$ cat config.mk
export PLATFORM = sky130hd
export DESIGN_NAME = hub75_rx
export DESIGN_NICKNAME = d
export VERILOG_FILES = /design/src/rtl/hub75_rx_pkg.sv /design/src/rtl/hub75_rx_sync.sv /design/src/rtl/hub75_rx.sv
export SDC_FILE = /design/constraint.sdc
export NUM_CORES = 1
export LEC_CHECK = 0
export BUFFER_PORTS_ARGS = -buffer_cell sky130_fd_sc_hd__buf_2
export CAP_MARGIN = 20
export CORE_MARGIN = 5
export CORE_UTILIZATION = 54
export CTS_CLUSTER_SIZE = 28
export DETAILED_ROUTE_END_ITERATION = 10
export PLACE_DENSITY = 0.75
export SLEW_MARGIN = 10
export SYNTH_ARGS = -nofsm -noshare
export SYNTH_HDL_FRONTEND = slang
export SYNTH_HIERARCHICAL = 1
export SYNTH_SLANG_ARGS = --single-unit
export TNS_END_PERCENT = 100
$ cat constraint.sdc
create_clock -name clk -period 3.7 [get_ports clk]
set_input_delay 0.74 -clock clk [delete_from_list [all_inputs] [get_ports clk]]
set_output_delay 0.74 -clock clk [all_outputs]
set_load 0.05 [all_outputs]
$ cat src/rtl/hub75_rx_pkg.sv
// Shared types for the HUB75 receiver: FSM encoding and blank-measure counter width.
package hub75_rx_pkg;
  typedef enum logic {ST_SHIFT = 1'b0, ST_LATCH = 1'b1} state_e;
  localparam int ON_TIME_W = 16;
endpackage

$ cat src/rtl/hub75_rx_sync.sv
// Multi-stage synchroniser for asynchronous pad inputs, with per-bit reset value.
module hub75_rx_sync #(
  parameter int           W       = 1,
  parameter int           STAGES  = 2,
  parameter logic [W-1:0] RST_VAL = '0
) (
  input  logic         clk,
  input  logic         rst_n,
  input  logic [W-1:0] d,
  output logic [W-1:0] q
);
  logic [STAGES-1:0][W-1:0] pipe_q, pipe_d;

  always_comb begin
    pipe_d = {pipe_q[STAGES-2:0], d};
  end

  always_ff @(posedge clk or negedge rst_n) begin
    if (!rst_n) begin
      for (int i = 0; i < STAGES; i++) pipe_q[i] <= RST_VAL;
    end else begin
      pipe_q <= pipe_d;
    end
  end

  assign q = pipe_q[STAGES-1];
endmodule

$ cat src/rtl/hub75_rx.sv
// HUB75 oversampling receiver: rebuilds column shifts and row latches from pads.
// Optional HUB75_RX_BLANK_MEAS_EN adds per-line blank-low (on-time) measurement.
module hub75_rx
  import hub75_rx_pkg::*;
#(
  parameter int N_BANKS     = 2,
  parameter int N_ROWS      = 32,
  parameter int N_COLS      = 64,
  parameter int N_CHANS     = 3,
  parameter int SYNC_STAGES = 2,
  parameter int LOG_N_ROWS  = $clog2(N_ROWS),
  parameter int LOG_N_COLS  = $clog2(N_COLS),
  parameter int DW          = N_BANKS * N_CHANS
) (
  input  logic                  clk,
  input  logic                  rst_n,
  input  logic [LOG_N_ROWS-1:0] hub75_addr,
  input  logic [DW-1:0]         hub75_data,
  input  logic                  hub75_clk,
  input  logic                  hub75_le,
  input  logic                  hub75_blank,
  output logic                  pw_valid,
  output logic [LOG_N_COLS-1:0] pw_col,
  output logic [DW-1:0]         pw_data,
  output logic                  le_valid,
  output logic [LOG_N_ROWS-1:0] le_row,
  output logic [LOG_N_COLS:0]   le_ncols,
  output logic                  err_len,
`ifdef HUB75_RX_BLANK_MEAS_EN
  output logic                  on_valid,
  output logic [LOG_N_ROWS-1:0] on_row,
  output logic [ON_TIME_W-1:0]  on_time,
`endif
  input  logic                  err_clr
);
  localparam int                CW      = LOG_N_COLS + 1;
  localparam logic [CW-1:0]     COL_MAX = '1;

  logic [DW-1:0]         data_s;
  logic [LOG_N_ROWS-1:0] addr_s;
  logic                  clk_s, le_s;

  // clk, le, addr, data all see the same synchroniser depth so they stay aligned
  hub75_rx_sync #(.W(DW), .STAGES(SYNC_STAGES)) u_sync_data (
    .clk(clk), .rst_n(rst_n), .d(hub75_data), .q(data_s));
  hub75_rx_sync #(.W(LOG_N_ROWS), .STAGES(SYNC_STAGES)) u_sync_addr (
    .clk(clk), .rst_n(rst_n), .d(hub75_addr), .q(addr_s));
  hub75_rx_sync #(.W(2), .STAGES(SYNC_STAGES)) u_sync_ctrl (
    .clk(clk), .rst_n(rst_n), .d({hub75_le, hub75_clk}), .q({le_s, clk_s}));

  state_e state_q, state_d;
  logic   clk_prev_q, le_prev_q;
  logic   clk_rise, le_rise, le_fall, shift, latch;
  logic [CW-1:0]         col_cnt_q, col_cnt_d, col_inc, col_now;
  logic                  pw_valid_q, pw_valid_d, le_valid_q, le_valid_d, err_q, err_d;
  logic [LOG_N_COLS-1:0] pw_col_q, pw_col_d;
  logic [DW-1:0]         pw_data_q, pw_data_d;
  logic [LOG_N_ROWS-1:0] le_row_q, le_row_d;
  logic [CW-1:0]         le_ncols_q, le_ncols_d;

  assign clk_rise = clk_s & ~clk_prev_q;
  assign le_rise  = le_s & ~le_prev_q;
  assign le_fall  = ~le_s & le_prev_q;

  always_ff @(posedge clk or negedge rst_n) begin
    if (!rst_n) state_q <= ST_SHIFT;
    else        state_q <= state_d;
  end

  always_comb begin
    state_d = state_q;
    case (state_q)
      ST_SHIFT: if (le_rise) state_d = ST_LATCH;
      ST_LATCH: if (le_fall) state_d = ST_SHIFT;
      default:               state_d = ST_SHIFT;
    endcase
  end

  // A clock edge coincident with the latch edge is counted before the latch
  always_comb begin
    shift      = (state_q == ST_SHIFT) && clk_rise;
    latch      = (state_q == ST_SHIFT) && le_rise;
    col_inc    = (col_cnt_q == COL_MAX) ? col_cnt_q : col_cnt_q + 1'b1;
    col_now    = shift ? col_inc : col_cnt_q;
    col_cnt_d  = latch ? '0 : col_now;
    pw_valid_d = shift;
    pw_col_d   = shift ? col_cnt_q[LOG_N_COLS-1:0] : pw_col_q;
    pw_data_d  = shift ? data_s : pw_data_q;
    le_valid_d = latch;
    le_row_d   = latch ? addr_s : le_row_q;
    le_ncols_d = latch ? col_now : le_ncols_q;
    err_d      = err_clr ? 1'b0 : err_q;
    if (latch && (col_now != CW'(N_COLS))) err_d = 1'b1;
  end

  always_ff @(posedge clk or negedge rst_n) begin
    if (!rst_n) begin
      clk_prev_q <= 1'b0;
      le_prev_q  <= 1'b0;
      col_cnt_q  <= '0;
      pw_valid_q <= 1'b0;
      pw_col_q   <= '0;
      pw_data_q  <= '0;
      le_valid_q <= 1'b0;
      le_row_q   <= '0;
      le_ncols_q <= '0;
      err_q      <= 1'b0;
    end else begin
      clk_prev_q <= clk_s;
      le_prev_q  <= le_s;
      col_cnt_q  <= col_cnt_d;
      pw_valid_q <= pw_valid_d;
      pw_col_q   <= pw_col_d;
      pw_data_q  <= pw_data_d;
      le_valid_q <= le_valid_d;
      le_row_q   <= le_row_d;
      le_ncols_q <= le_ncols_d;
      err_q      <= err_d;
    end
  end

  assign pw_valid = pw_valid_q;
  assign pw_col   = pw_col_q;
  assign pw_data  = pw_data_q;
  assign le_valid = le_valid_q;
  assign le_row   = le_row_q;
  assign le_ncols = le_ncols_q;
  assign err_len  = err_q;

`ifdef HUB75_RX_BLANK_MEAS_EN
  localparam logic [ON_TIME_W-1:0] ON_MAX = '1;
  logic                  blank_s, blank_prev_q, blank_rise;
  logic [ON_TIME_W-1:0]  on_cnt_q, on_cnt_d, on_time_q, on_time_d;
  logic                  on_valid_q, on_valid_d;
  logic [LOG_N_ROWS-1:0] on_row_q, on_row_d;

  // blank resets high (dark) so release never looks like a blank edge
  hub75_rx_sync #(.W(1), .STAGES(SYNC_STAGES), .RST_VAL(1'b1)) u_sync_blank (
    .clk(clk), .rst_n(rst_n), .d(hub75_blank), .q(blank_s));

  always_comb begin
    blank_rise = blank_s & ~blank_prev_q;
    on_cnt_d   = on_cnt_q;
    if (blank_rise)                      on_cnt_d = '0;
    else if (!blank_s && on_cnt_q != ON_MAX) on_cnt_d = on_cnt_q + 1'b1;
    on_valid_d = blank_rise;
    on_row_d   = blank_rise ? le_row_q : on_row_q;
    on_time_d  = blank_rise ? on_cnt_q : on_time_q;
  end

  always_ff @(posedge clk or negedge rst_n) begin
    if (!rst_n) begin
      blank_prev_q <= 1'b1;
      on_cnt_q     <= '0;
      on_valid_q   <= 1'b0;
      on_row_q     <= '0;
      on_time_q    <= '0;
    end else begin
      blank_prev_q <= blank_s;
      on_cnt_q     <= on_cnt_d;
      on_valid_q   <= on_valid_d;
      on_row_q     <= on_row_d;
      on_time_q    <= on_time_d;
    end
  end

  assign on_valid = on_valid_q;
  assign on_row   = on_row_q;
  assign on_time  = on_time_q;
`endif
endmodule
Word-level counts from Yosys, hierarchy flattened
Index checks and enable logic that the tools add are counted.
W data, S select, Z words.
{ "totals": {"out_inout_bits": 27, "register_bits": 63} }
{ "op_classes": {"eq_ne": 2, "reduce_logical": 4, "n_addsub": 1, "bitwise_logic": 7, "muxes": 8} }
{ "op_table": {"columns": ["operator", "count"], "rows": [
  ["$mux W7", 3],
  ["$add A7 B1 Y7 const B", 1],
  ["$eq A7 B7 Y1 const B", 1],
  ["$ne A7 B7 Y1 const B", 1],
  ["$mux W1", 4],
  ["$not A1 Y1", 4],
  ["$and A1 B1 Y1", 3],
  ["$logic_and A1 B1 Y1", 3],
  ["$pmux W1 S2", 1],
  ["$reduce_bool A2 Y1", 1]
]} }

Logic depth before layout (Yosys ltp)
Gate-level depths: netlist of the first run.
{ "logic_depth": {"word_depth": 7, "ltp_mapped": 7} }

Modules after synthesis
Netlist of the first run, hierarchy kept.
{ "modules_own_cells": {"columns": ["module", "seq_area_each_um2", "area_per_inst_um2", "instances", "cells_each"], "rows": [
  ["hub75_rx", 925.9, 1554.0, 1, 160],
  ["hub75_rx_sync (u_sync_data)", 300.3, 300.3, 1, 12],
  ["hub75_rx_sync (u_sync_addr)", 250.2, 250.2, 1, 10],
  ["hub75_rx_sync (u_sync_ctrl)", 100.1, 100.1, 1, 4]
]} }

Least setup slack after synthesis of the first run
Ideal clock, no wire load.
{ "synth_timing": {"path_kind": "reg-to-reg", "start": "register col_cnt_q[0]", "end": "register err_q (netlist: err_len)", "path_slack_ns": 2.039, "n_path_buf": 0, "path_stages_with_launch": 7, "t_arrival_ns": 1.524, "path_cell_list": "dfrtp_1 ha_1 and4bb_2 a311o_1 o21ai_0 and3_1 o221ai_2"} }
{ "synth_via": {"elab_chain_cells": 6} }
{ "synth_lines": {"columns": ["element", "line_no", "text"], "rows": [
  ["start: declaration", "hub75_rx.sv:54", "logic [CW-1:0] col_cnt_q, col_cnt_d, col_inc, col_now;"],
  ["start signal: assignment", "hub75_rx.sv:111", "col_cnt_q <= col_cnt_d;"],
  ["$add A7 B1 Y7 or $eq A7 B7 Y1 (tied branches)", "hub75_rx.sv:83", "col_inc = (col_cnt_q == COL_MAX) ? col_cnt_q : col_cnt_q + 1'b1;"],
  ["$mux W7", "hub75_rx.sv:83", null],
  ["$mux W7 *", "hub75_rx.sv:84", "col_now = shift ? col_inc : col_cnt_q;"],
  ["$ne A7 B7 Y1 *", "hub75_rx.sv:93", "if (latch && (col_now != CW'(N_COLS))) err_d = 1'b1;"],
  ["$logic_and A1 B1 Y1 *", "hub75_rx.sv:93", null],
  ["$mux W1 or $reduce_bool A2 Y1 (tied branches)", null, null],
  ["end signal: assignment", "hub75_rx.sv:118", "err_q <= err_d;"],
  ["end: declaration", "hub75_rx.sv:55", "logic pw_valid_q, pw_valid_d, le_valid_q, le_valid_d, err_q, err_d;"]
]} }
Mark *: on every way between the ends. The rest lies on a longest branch, timed or not.
A chain may end at the register's enable or synchronous reset.

Worst setup path in the final report of the first run
{ "layout_timing": {"start": "register u_sync_ctrl.pipe_q (netlist bit u_sync_ctrl/q[0])", "end": "register err_q (netlist: err_len)"} }
{ "layout_via": {"elab_chain_cells": 6} }
{ "layout_lines": {"columns": ["element", "line_no", "text"], "rows": [
  ["start: declaration", "hub75_rx_sync.sv:12", "logic [STAGES-1:0][W-1:0] pipe_q, pipe_d;"],
  ["start signal: assignment", "hub75_rx_sync.sv:22", "pipe_q <= pipe_d;"],
  ["$and A1 B1 Y1 *", "hub75_rx.sv:61", "assign clk_rise = clk_s & ~clk_prev_q;"],
  ["$logic_and A1 B1 Y1 *", "hub75_rx.sv:81", "shift = (state_q == ST_SHIFT) && clk_rise;"],
  ["$mux W7 *", "hub75_rx.sv:84", null],
  ["$ne A7 B7 Y1 *", "hub75_rx.sv:93", null],
  ["$logic_and A1 B1 Y1 *", "hub75_rx.sv:93", null],
  ["$mux W1 or $reduce_bool A2 Y1 (tied branches)", null, null]
]} }
Marks and branches as above.

==> results of run 1 <==
## state kept, by name (all words and copies together) (netlist names)
signal	flops
le_ncols	7
col_cnt_q	7
le_valid	1
u_sync_addr/pipe_d	5
state_q	1
pw_data	6
clk_prev_q	1
le_row	5
u_sync_ctrl/pipe_d	2
pw_valid	1
pw_col	6
u_sync_data/q	6
u_sync_addr/q	5
u_sync_ctrl/q	2
u_sync_data/pipe_d	6
le_prev_q	1
err_len	1
## power breakdown
part / internal, mW / switching, mW
logic: 0.0820 / 0.267
clock network: 0.285 / 0.227
registers: 0.766 / 0.0539
total: 1.13 / 0.548
## cell type report
class / instances / area (um^2)
clock inverter: 1 / 5.005
fill: 312 / 1358
tap: 50 / 62.56
inverter: 4 / 27.53
sequential: 63 / 1577
multi-input combinational: 109 / 551.8
clock buffer: 12 / 165.2
timing repair buffer: 44 / 225.2
## layer usage
| metal | routed length, um | share of wire, % |
|---|---|---|
| met5 | 0 | 0 |
| met4 | 74 | 2.0 |
| met3 | 210 | 5.7 |
| met2 | 1896 | 51 |
| met1 | 1515 | 41 |
## logic make-up after synthesis
kind of cell,count (synthesis),share of synthesized area (%)
compound gates,18,5.732
xor+xnor,4,1.589
fa+ha+maj,2,1.021
buf+inv,14,3.462
flops,63,71.51
mux,2,0.9081
simple gates,83,15.78
## worst max path at each step
stage | from | end | slack [ns] | cells after the start
floorplan | col_cnt_q[0] | err_len | 2.04 | 6
global placement | u_sync_ctrl/q[0] | err_len | 1.68 | 6
detailed placement | u_sync_ctrl/q[0] | err_len | 1.64 | 6
CTS | u_sync_ctrl/q[0] | err_len | 1.63 | 6
global route | u_sync_ctrl/q[0] | err_len | 1.48 | 6
finish | u_sync_ctrl/q[0] | err_len | 1.66 | 6
## through the flow
stage                     total power, mW  utilization (%)
after global routing                1.768            65.82
after floorplan                     1.082                -
after detailed placement            1.187            61.53
after CTS                           1.702            65.82
final                               1.682            65.82
after global placement              1.179            61.53
## synthesized netlist by cell type
library cell   n
nand3_1        4
o21ai_0        9
inv_1          3
nor2_1        10
ha_1           1
and4bb_2       1
buf_2          2
clkbuf_2       1
and4b_1        1
mux2i_1        2
dfrtp_1       63
nand4_1        1
o221ai_2       1
nand2_1       62
xnor2_1        3
maj3_1         1
and3_1         2
clkinv_8       1
a21oi_2        1
o21ai_1        1
or3b_1         1
buf_6          1
a311o_1        1
o211ai_1       2
xor2_1         1
clkbuf_1       6
a21oi_1        2
nand3b_1       1
o211a_4        1
==> metrics.md, run 1 <==
| Metric | Value |
|---|---|
| Area Growth Syn to Fin | 18.56% |
| Register area share after synthesis | 71.51% |
| Worst-skew pair later-pin latency | 0.33 ns |
| Wirelength per Cell | 13.06 um |
| Vias per cell | slightly below 5 |
| Worst rel slew slack | 47.70% |
| Final setup fails | 0 |
| Fin crit period | approximately 2.0 ns |
| Critical path type | reg -> reg |
| Vias in the first global route | between 1k and 1.5k |
| Post-Synthesis Cells | 186 |
| CTS Buffer Depth | 2 |
| Final non-filler cell total | 283 |
| Final #Nets | between 200 and 250 |
| Worst Hold End | u_sync_data/q[0] |
| Largest net degree at the start of global routing | 38 |
| Min-delay worst type | reg -> reg |
| Most common cell after layout, fill and taps aside | dfrtp_1 |
| Row Count | 23 |
| Hold path depth | 0 |
| Core Area | about 0.004 mm^2 |
| Crit-path leading delay family | simple AND/OR/NAND/NOR gates |
| First-pass GRT wire length | 6465 um |
| Die area | 0.005460 mm^2 |
| Status | completed |
| Distinct cells, synth | 29 |
| Initial antenna violation count | 0 |
| H-Tree Depth | 3 |
| Met1 usage | a little under a fifth |
| Hold path start | u_sync_data/pipe_d[6] |
| Layout Skew | 0.004658 ns |
| Worst-path fanout max | 16 |
| Reg clk slew, reported paths | around 0.060 ns |
| RD Place Congestion | 0.8101 |
| Detailed Route WL | 3696 um |
| Syn Area/Cell | 11.85 um^2 |
| Iteration-0 DRC Markers | 70 |
| Worst-path cell chain | or3b_1 -> clkinv_8 -> o211a_4 -> xnor2_1 -> and3_1 -> o221ai_2 |
| Leak | 1.361 nW |
| Synth Register Bits | 63 |
| Postcts setup bufs | 0 |
| Layout cells sized above 1 | about a quarter |
| Max Fclk | 490.4 MHz |
| CTS tree | built |
| DRC Markers | 0 |
| Placed Instance Area | 0.002444 mm^2 |
| Fin crit share | 55.11% |
| Final Hold Fails | 0 |
| Hpwl dp | 2544 um |
| Required @ worst endpoint | 3.90 ns |
| Total grt overflow | 0 |
| CP max-delay cell | or3b_1 |
| Overall Global Routing Usage | 16.43% |
| Starting Density | 55.51% |
| Port Buffers | 42 |
| Clock sinks | 63 |
| DIE HEIGHT | 73.90 um |
| Pre-antenna DRT Iters | 4 |
| Worst Max-Slew Pin Slew | 0.7845 ns |
| Reg2reg path depth | 6 |
| R2R Setup Slk | 1.66 ns |
| Num CTS Buffers | 9 |
| Ant diodes | 0 |
| Final worst slack | 1.661 ns |
| Pre-CTS setup slack | 1.639 ns |
| Arr. time, crit path | 2.24 ns |
| RSZ-0062 raised after global routing | false |
| Most frequent cells in the layout | dfrtp_1, nand2_1, buf_2 |
| Top Usage Layer GRT | met2 |
| Top cells by area, synth | dfrtp_1, nand2_1, o21ai_0 |
| Post-synth net total | 204 |
| Yosys warning total | 6 |
| Worst path buffer plus inverter count | 1 |
| PD cells | between 600 and 700 mW/mm^2 |
| Met3 GRT Util | under 10% |
| CTS resizes | 0 |
| Synth top area share | 71.51% |
| Setup TNS Final | 0 ns |
| CP endpoint kind | flop |
| Max-Cap Viols | 0 |
| Max VDD drop | approximately 390 uV |
| Mapped cell area | 0.002205 mm^2 |
| Worst path max stage delay | 0.62 ns |
| Root buf cell | clkbuf_8 |
| I/O pin count | 44 |
| Slew Viols, Final | 0 |
| Crit path launch type | flop |
| # placed instances | 270 |
| R2r endpoint | err_len |
| Final hold slack | 0.3432 ns |
| Worst r2r src | u_sync_ctrl/q[0] |
| Yosys top cell by area | dfrtp_1 |
| Hold-fix buffers, CTS | 0 |
| Via Count | 1384 |
| Design area | 0.002614 mm^2 |
| DRT antenna net count | 0 |
| Die Width | ~74 um |
| GR Util met2 | 25.98% |
No activity file was read; power rests on OpenSTA's default activity.
==> run 2: changes to the inputs <==
CORE_UTILIZATION = 48   (was 54)
PLACE_DENSITY = 0.7   (was 0.75)
clock period = 1.6 ns   (was 3.7 ns; I/O delays follow)
==> run 2 against run 1 <==
Compared with the run above: the flow now finishes with violations (setup timing); setup slack got worse by 1.7 ns; cell count grew 7.1%; wire length is 9.4% higher; via count is 7.9% higher; utilization decreased by 1.3 points; fmax is 27% higher; critical path depth is the same; sequential power rose by 130%; clock-buffer cell count rose by 2; largest power group unchanged.
==> metrics.md, run 2 (synthesis results as in run 1) <==
| Metric | Value |
|---|---|
| Overall Global Routing Usage | 15.10% (-1.3 points) |
| Max-Cap Viols | 0 (unchanged) |
| Required @ worst endpoint | 1.81 ns (-2.09 ns) |
| Initial antenna violation count | 0 (unchanged) |
| Failing checks | setup timing |
| CTS tree | built |
| Root buf cell | clkbuf_8 |
| Most common cell after layout, fill and taps aside | dfrtp_1 |
| Worst-path cell chain | or3b_4 -> clkinv_8 -> o211a_4 -> xnor2_2 -> and3_1 -> o221ai_2 |
| Max VDD drop | 1139 uV (+190%) |
| Placed Instance Area | 0.002571 mm^2 (+5.2%) |
| Pre-antenna DRT Iters | 4 (unchanged) |
| PD cells | 1551 mW/mm^2 (+140%) |
| Ant diodes | 0 (unchanged) |
| Total grt overflow | 0 (unchanged) |
| Layout Skew | 0.005312 ns (+0.0006538 ns) |
| Area Growth Syn to Fin | 29.23% |
| Detailed Route WL | 4045 um (+9.4%) |
| Design area | 0.002849 mm^2 (+9.0%) |
| Worst-skew pair later-pin latency | 0.33 ns (about the same) |
| Layout cells sized above 1 | 32.67% (+6.1 points) |
| Final hold slack | 0.09649 ns (-0.2467 ns) |
| Clock sinks | 63 (unchanged) |
| Setup TNS Final | -0.01043 ns (-0.01043 ns) |
| DIE HEIGHT | 77.77 um (+5.2%) |
| Worst Max-Slew Pin Slew | 0.4871 ns (-0.2974 ns) |
| CP max-delay cell | or3b_4 |
| R2R Setup Slk | -0.01 ns (-1.67 ns) |
| R2r endpoint | err_len |
| Largest net degree at the start of global routing | 25 (-34%) |
| Port Buffers | 42 (unchanged) |
| CTS Buffer Depth | 2 (unchanged) |
| Arr. time, crit path | 1.82 ns (-0.42 ns) |
| Worst path buffer plus inverter count | 1 (unchanged) |
| Max Fclk | 621.0 MHz (+27%) |
| Crit path launch type | flop |
| Num CTS Buffers | 9 (unchanged) |
| Final #Nets | 264 (+6.0%) |
| Reg2reg path depth | 6 (unchanged) |
| Core Area | 0.004414 mm^2 (+11%) |
| Worst-path fanout max | 4 (-12) |
| Vias per cell | 4.931 (+0.82%) |
| Starting Density | 49.94% (-5.6 points) |
| RSZ-0062 raised after global routing | true |
| Leak | 1.475 nW (+8.4%) |
| Crit-path leading delay family | simple AND/OR/NAND/NOR gates |
| Reg clk slew, reported paths | 0.07 ns (about the same) |
| H-Tree Depth | 3 (unchanged) |
| CP endpoint kind | flop |
| Fin crit period | 1.610 ns (-0.4287 ns) |
| Hpwl dp | 2763 um (+8.6%) |
| Status | finished, violations left |
| # fillers | 356 (+14%) |
| Die Width | 77.77 um (+5.2%) |
| DRC Markers | 0 (unchanged) |
| Die area | 0.006048 mm^2 (+11%) |
| Fin crit share | 100.7% (+46 points) |
| DRT antenna net count | 0 (unchanged) |
| Worst Hold End | u_sync_data/pipe_d[8] |
| Worst rel slew slack | 67.53% (+20 points) |
| Wirelength per Cell | 13.35 um (+2.2%) |
| Row Count | 24 (+4.3%) |
| RD Place Congestion | 0.8571 (+5.8%) |
| Final setup fails | 1 (+1) |
| Most frequent cells in the layout | dfrtp_1, nand2_1, buf_2 |
| Iteration-0 DRC Markers | 55 (-21%) |
| Final worst slack | -0.01043 ns (-1.671 ns) |
| I/O pin count | 44 (unchanged) |
| Hold path start | hub75_data[2] |
| Worst r2r src | clk_prev_q |
| Vias in the first global route | 1518 (+6.0%) |
| Min-delay worst type | in -> reg |
| Critical path type | reg -> reg |
| Final Hold Fails | 0 (unchanged) |
| First-pass GRT wire length | 7217 um (+12%) |
| Worst path max stage delay | 0.46 ns (-0.16 ns) |
| Slew Viols, Final | 0 (unchanged) |
| Hold path depth | 1 (+1) |
| Via Count | 1494 (+7.9%) |
run 2: cell type report:
| type | instances | area, um^2 | share of cell area [%] |
|---|---|---|---|
| Inverter | 4 | 27.53 | 0.9662 |
| Multi-Input combinational cell | 109 | 571.8 | 20.07 |
| Clock buffer | 14 | 182.7 | 6.412 |
| Timing Repair Buffer | 59 | 365.4 | 12.82 |
| Sequential cell | 63 | 1577 | 55.34 |
| Tap cell | 52 | 65.06 | 2.284 |
| Clock inverter | 2 | 60.06 | 2.108 |
run 2: per-layer routing:
metal	part of all wire [%]	track usage, %
met1	42	18.96
met2	52	24.12
met3	5.2	4.745
met4	1.0	6.357
met5	0	0
run 2: where the power goes:
group          switching (mW)  internal, mW
registers              0.0849          1.77
clock network           0.565          1.05
logic                   0.682         0.265
total                    1.33          3.09
run 2: how the worst max path moves through the flow:
stage	end	from	slack, ns	cells after the start
after floorplan	err_len	state_q	-0.005	7
after global placement	err_len	clk_prev_q	-0.06	6
after detailed placement	err_len	clk_prev_q	-0.08	6
after CTS	err_len	state_q	0.003	6
after global routing	le_ncols[1]	col_cnt_q[1]	-0.09	6
final	err_len	clk_prev_q	-0.01	6
run 2: through the flow:
| step | cells | power, mW | setup slack [ns] | utilization (%) |
|---|---|---|---|---|
| 5_1_grt | 303 | 4.639 | -0.09379 | 64.54 |
| 6_report | 303 | 4.418 | -0.01043 | 64.54 |
| 3_5_place_dp | 285 | 2.821 | -0.08229 | 58.25 |
| 2_1_floorplan | 186 | 2.506 | -0.004876 | - |
| 3_3_place_gp | 285 | 2.796 | -0.05677 | 58.25 |
| 4_1_cts | 302 | 4.450 | 0.002877 | 64.20 |
run 2: timing repair:
item,in CTS,in global routing
hold buffers,1,0
setup buffers,0,1
setup endpoints to repair,5,7
resized for setup,2,3
endpoints found under the hold margin,18,0
pin swaps,2,2
==> run 3: changes to the inputs <==
REMOVE_ABC_BUFFERS = 1   (was default)
==> run 3 against run 2 <==
Compared with the run above: the run ends with hold timing left; clock-buffer cell count fell by 2; final area is 2.5% lower; clock skew rose by 0.0022 ns; critical path depth grew 1; global-route usage down 1.3 points; die area stayed put; sequential share of layout area is 1.4 points higher; clock power down 31%; flip-flop and latch count unchanged; via count down 4.1%; largest cell class unchanged.
==> metrics.md, run 3 (synthesis results as in run 1) <==
| Metric | Value |
|---|---|
| Pre-antenna DRT Iters | 4 (unchanged) |
| Detailed Route WL | 3861 um (-4.5%) |
| Worst-path fanout max | 3 (-1) |
| Wirelength per Cell | 12.74 um (-4.5%) |
| Final setup fails | 0 (-1) |
| Critical Path Most Common Cell | buf_4 |
| Num CTS Buffers | 9 (unchanged) |
| RSZ-0062 raised after global routing | true |
| Failing checks | hold timing |
| Clock sinks | 63 (unchanged) |
| Row Count | 24 (unchanged) |
| Area occupied by multi-input gates | 600.6 um^2 (+5.0%) |
| Setup TNS Final | 0 ns (+0.01043 ns) |
| Root buf cell | clkbuf_8 |
| Max-Cap Viols | 0 (unchanged) |
| Arr. time, crit path | 1.80 ns (-0.02 ns) |
| Vias per cell | 4.729 (-4.1%) |
| Max Fclk | 625.6 MHz (+0.76%) |
| Most frequent cells in the layout | dfrtp_1, nand2_1, buf_2 |
| DIE HEIGHT | 77.77 um (unchanged) |
| DRC Markers | 0 (unchanged) |
| # fillers | 362 (+1.7%) |
| PD cells | 1402 mW/mm^2 (-9.6%) |
| Layout cells sized above 1 | 34.26% (+1.6 points) |
| I/O pin count | 44 (unchanged) |
| Hpwl dp | 2488 um (-10%) |
| CP max-delay cell | dfrtp_1 |
| Max VDD drop | 876.8 uV (-23%) |
| Final hold slack | -0.003272 ns (-0.09976 ns) |
| Initial antenna violation count | 0 (unchanged) |
| DRT antenna net count | 0 (unchanged) |
| Worst path max stage delay | 0.38 ns (-0.08 ns) |
| Via Count | 1433 (-4.1%) |
| Storage element area | 0.001577 mm^2 (unchanged) |
| Sw frac | 33.70% (+3.5 points) |
| Starting Density | 49.94% (unchanged) |
| Worst rel slew slack | 78.94% (+11 points) |
| Reg clk slew, reported paths | 0.07 ns (about the same) |
| Internal cell power | 2.582 mW (-16%) |
| CTS tree | built |
| Leak | 1.435 nW (-2.8%) |
| Most common cell after layout, fill and taps aside | dfrtp_1 |
| Largest net degree at the start of global routing | 64 (+160%) |
| Critical path type | reg -> reg |
| Fin crit share | 99.90% (-0.76 points) |
| H-Tree Depth | 3 (unchanged) |
| CTS Buffer Depth | 2 (unchanged) |
| Ant diodes | 0 (unchanged) |
| Required @ worst endpoint | 1.80 ns (about the same) |
| Status | finished, violations left |
| Power Total | 3.895 mW (-12%) |
| Vias in the first global route | 1483 (-2.3%) |
| Crit path launch type | flop |
| Overall Global Routing Usage | 13.79% (-1.3 points) |
| Iteration-0 DRC Markers | 64 (+16%) |
| Worst-path cell chain | buf_4 -> and4bb_2 -> buf_4 -> nand3_2 -> o21ai_1 -> and3_4 -> o221ai_2 |
| Worst-skew pair later-pin latency | 0.33 ns (about the same) |
| Worst Max-Slew Pin Slew | 0.3159 ns (-0.1711 ns) |
| CP endpoint kind | flop |
| Final Hold Fails | 8 (+8) |
| Fin crit period | 1.598 ns (-0.01208 ns) |
| Comb power frac | 23.7% (+2.3 points) |
| Hold-fix buffers, CTS | 0 (-1) |
| Clock group share of total power | 28.6% (-7.9 points) |
| Die Width | 77.77 um (unchanged) |
| First-pass GRT wire length | 6610 um (-8.4%) |
| Layout Skew | 0.007539 ns (+0.002227 ns) |
| Die area | 0.006048 mm^2 (unchanged) |
| Min-delay worst type | in -> async |
| Flop pwr share | 47.8% (+5.8 points) |
| RD Place Congestion | 0.8191 (-4.4%) |
| Core Area | 0.004414 mm^2 (unchanged) |
| Area Growth Syn to Fin | 25.99% |
| Total grt overflow | 0 (unchanged) |
| Slew Viols, Final | 0 (unchanged) |
| Port Buffers | 42 (unchanged) |
| Final #Nets | 264 (unchanged) |
| NetSw | 1.312 mW (-1.5%) |
-- run 3: cell count changes in the layout (fill, tap and decap cells not counted), moves of 2 or more --
cell / delta
buf_4: +2
bufinv_16: -2
clkbuf_1: +2
clkbuf_8: -4
clkinv_2: +3
nand3_1: -2
nand3_2: +2
o21ai_0: -2
-- run 3: repair_timing --
action                                  4_1_cts  5_1_grt
gates resized for setup                       3       10
pin swaps                                     2        4
endpoints found under the setup margin        2        5
buffers inserted                              0        1
-- run 3: through the flow --
stage / instances / cell area [um^2] / util [%] / hold slack [ns] / setup slack, ns
after floorplan: 176 / 2156 / - / 0.02441 / -0.2137
after global placement: 286 / 2564 / 58.08 / 0.3322 / -0.04314
after detailed placement: 286 / 2564 / 58.08 / 0.3347 / -0.06064
after CTS: 302 / 2726 / 61.76 / 0.0001387 / 0.008745
after global routing: 303 / 2778 / 62.93 / 0.01615 / -0.08798
final: 303 / 2778 / 62.93 / -0.003272 / 0.001654
-- run 3: path summary, 6_finish.rpt --
path | start | to | slack, ns | depth (start not counted)
worst max-delay path | state_q | err_len | 0.002 | 7
worst min-delay path | rst_n | le_ncols[6] | -0.003 | 2
worst max register to register | state_q | err_len | 0.002 | 7
worst min register to register | u_sync_addr/pipe_d[7] | u_sync_addr/q[2] | 0.35 | 0
max in group asynchronous | rst_n | u_sync_ctrl/pipe_d[2] | 1.35 | 2
min in group clk | hub75_data[4] | u_sync_data/pipe_d[10] | 0.10 | 1
-- run 3: layout make-up --
type                            count  area share [%]
Clock buffer                       12           4.865
Clock inverter                      4          0.8108
Inverter                            4          0.9910
Multi-Input combinational cell    109           21.62
Sequential cell                    63           56.76
Tap cell                           52           2.342
Timing Repair Buffer               59           12.61
-- run 3: power by group through the flow --
stage	combinational [mW]	clock, mW	sequential (mW)
floorplan	0.185	0	2.31
CTS	0.918	1.15	1.86
global placement	0.903	0	1.88
global route	0.995	1.23	1.89
detailed placement	0.913	0	1.89
finish	0.921	1.11	1.86
-- run 3: critical path, delay by kind of cell (launching register included) --
| kind | cells | cell delay [ns] |
|---|---|---|
| buffers and inverters | 2 | 0.27 |
| DFF | 1 | 0.38 |
| and+or+nand+nor | 3 | 0.59 |
| AOI/OAI and AO/OA | 2 | 0.24 |
-- run 3: per-layer routing --
metal	wire length [um]	vias to the layer above	GRT usage (%)	part of all wire, %
met5	0	-	0	0
met4	63	0	8.247	1.6
met3	245	7	4.051	6.3
met2	1783	42	19.78	46
met1	1769	666	18.50	46
li1	-	718	-	-
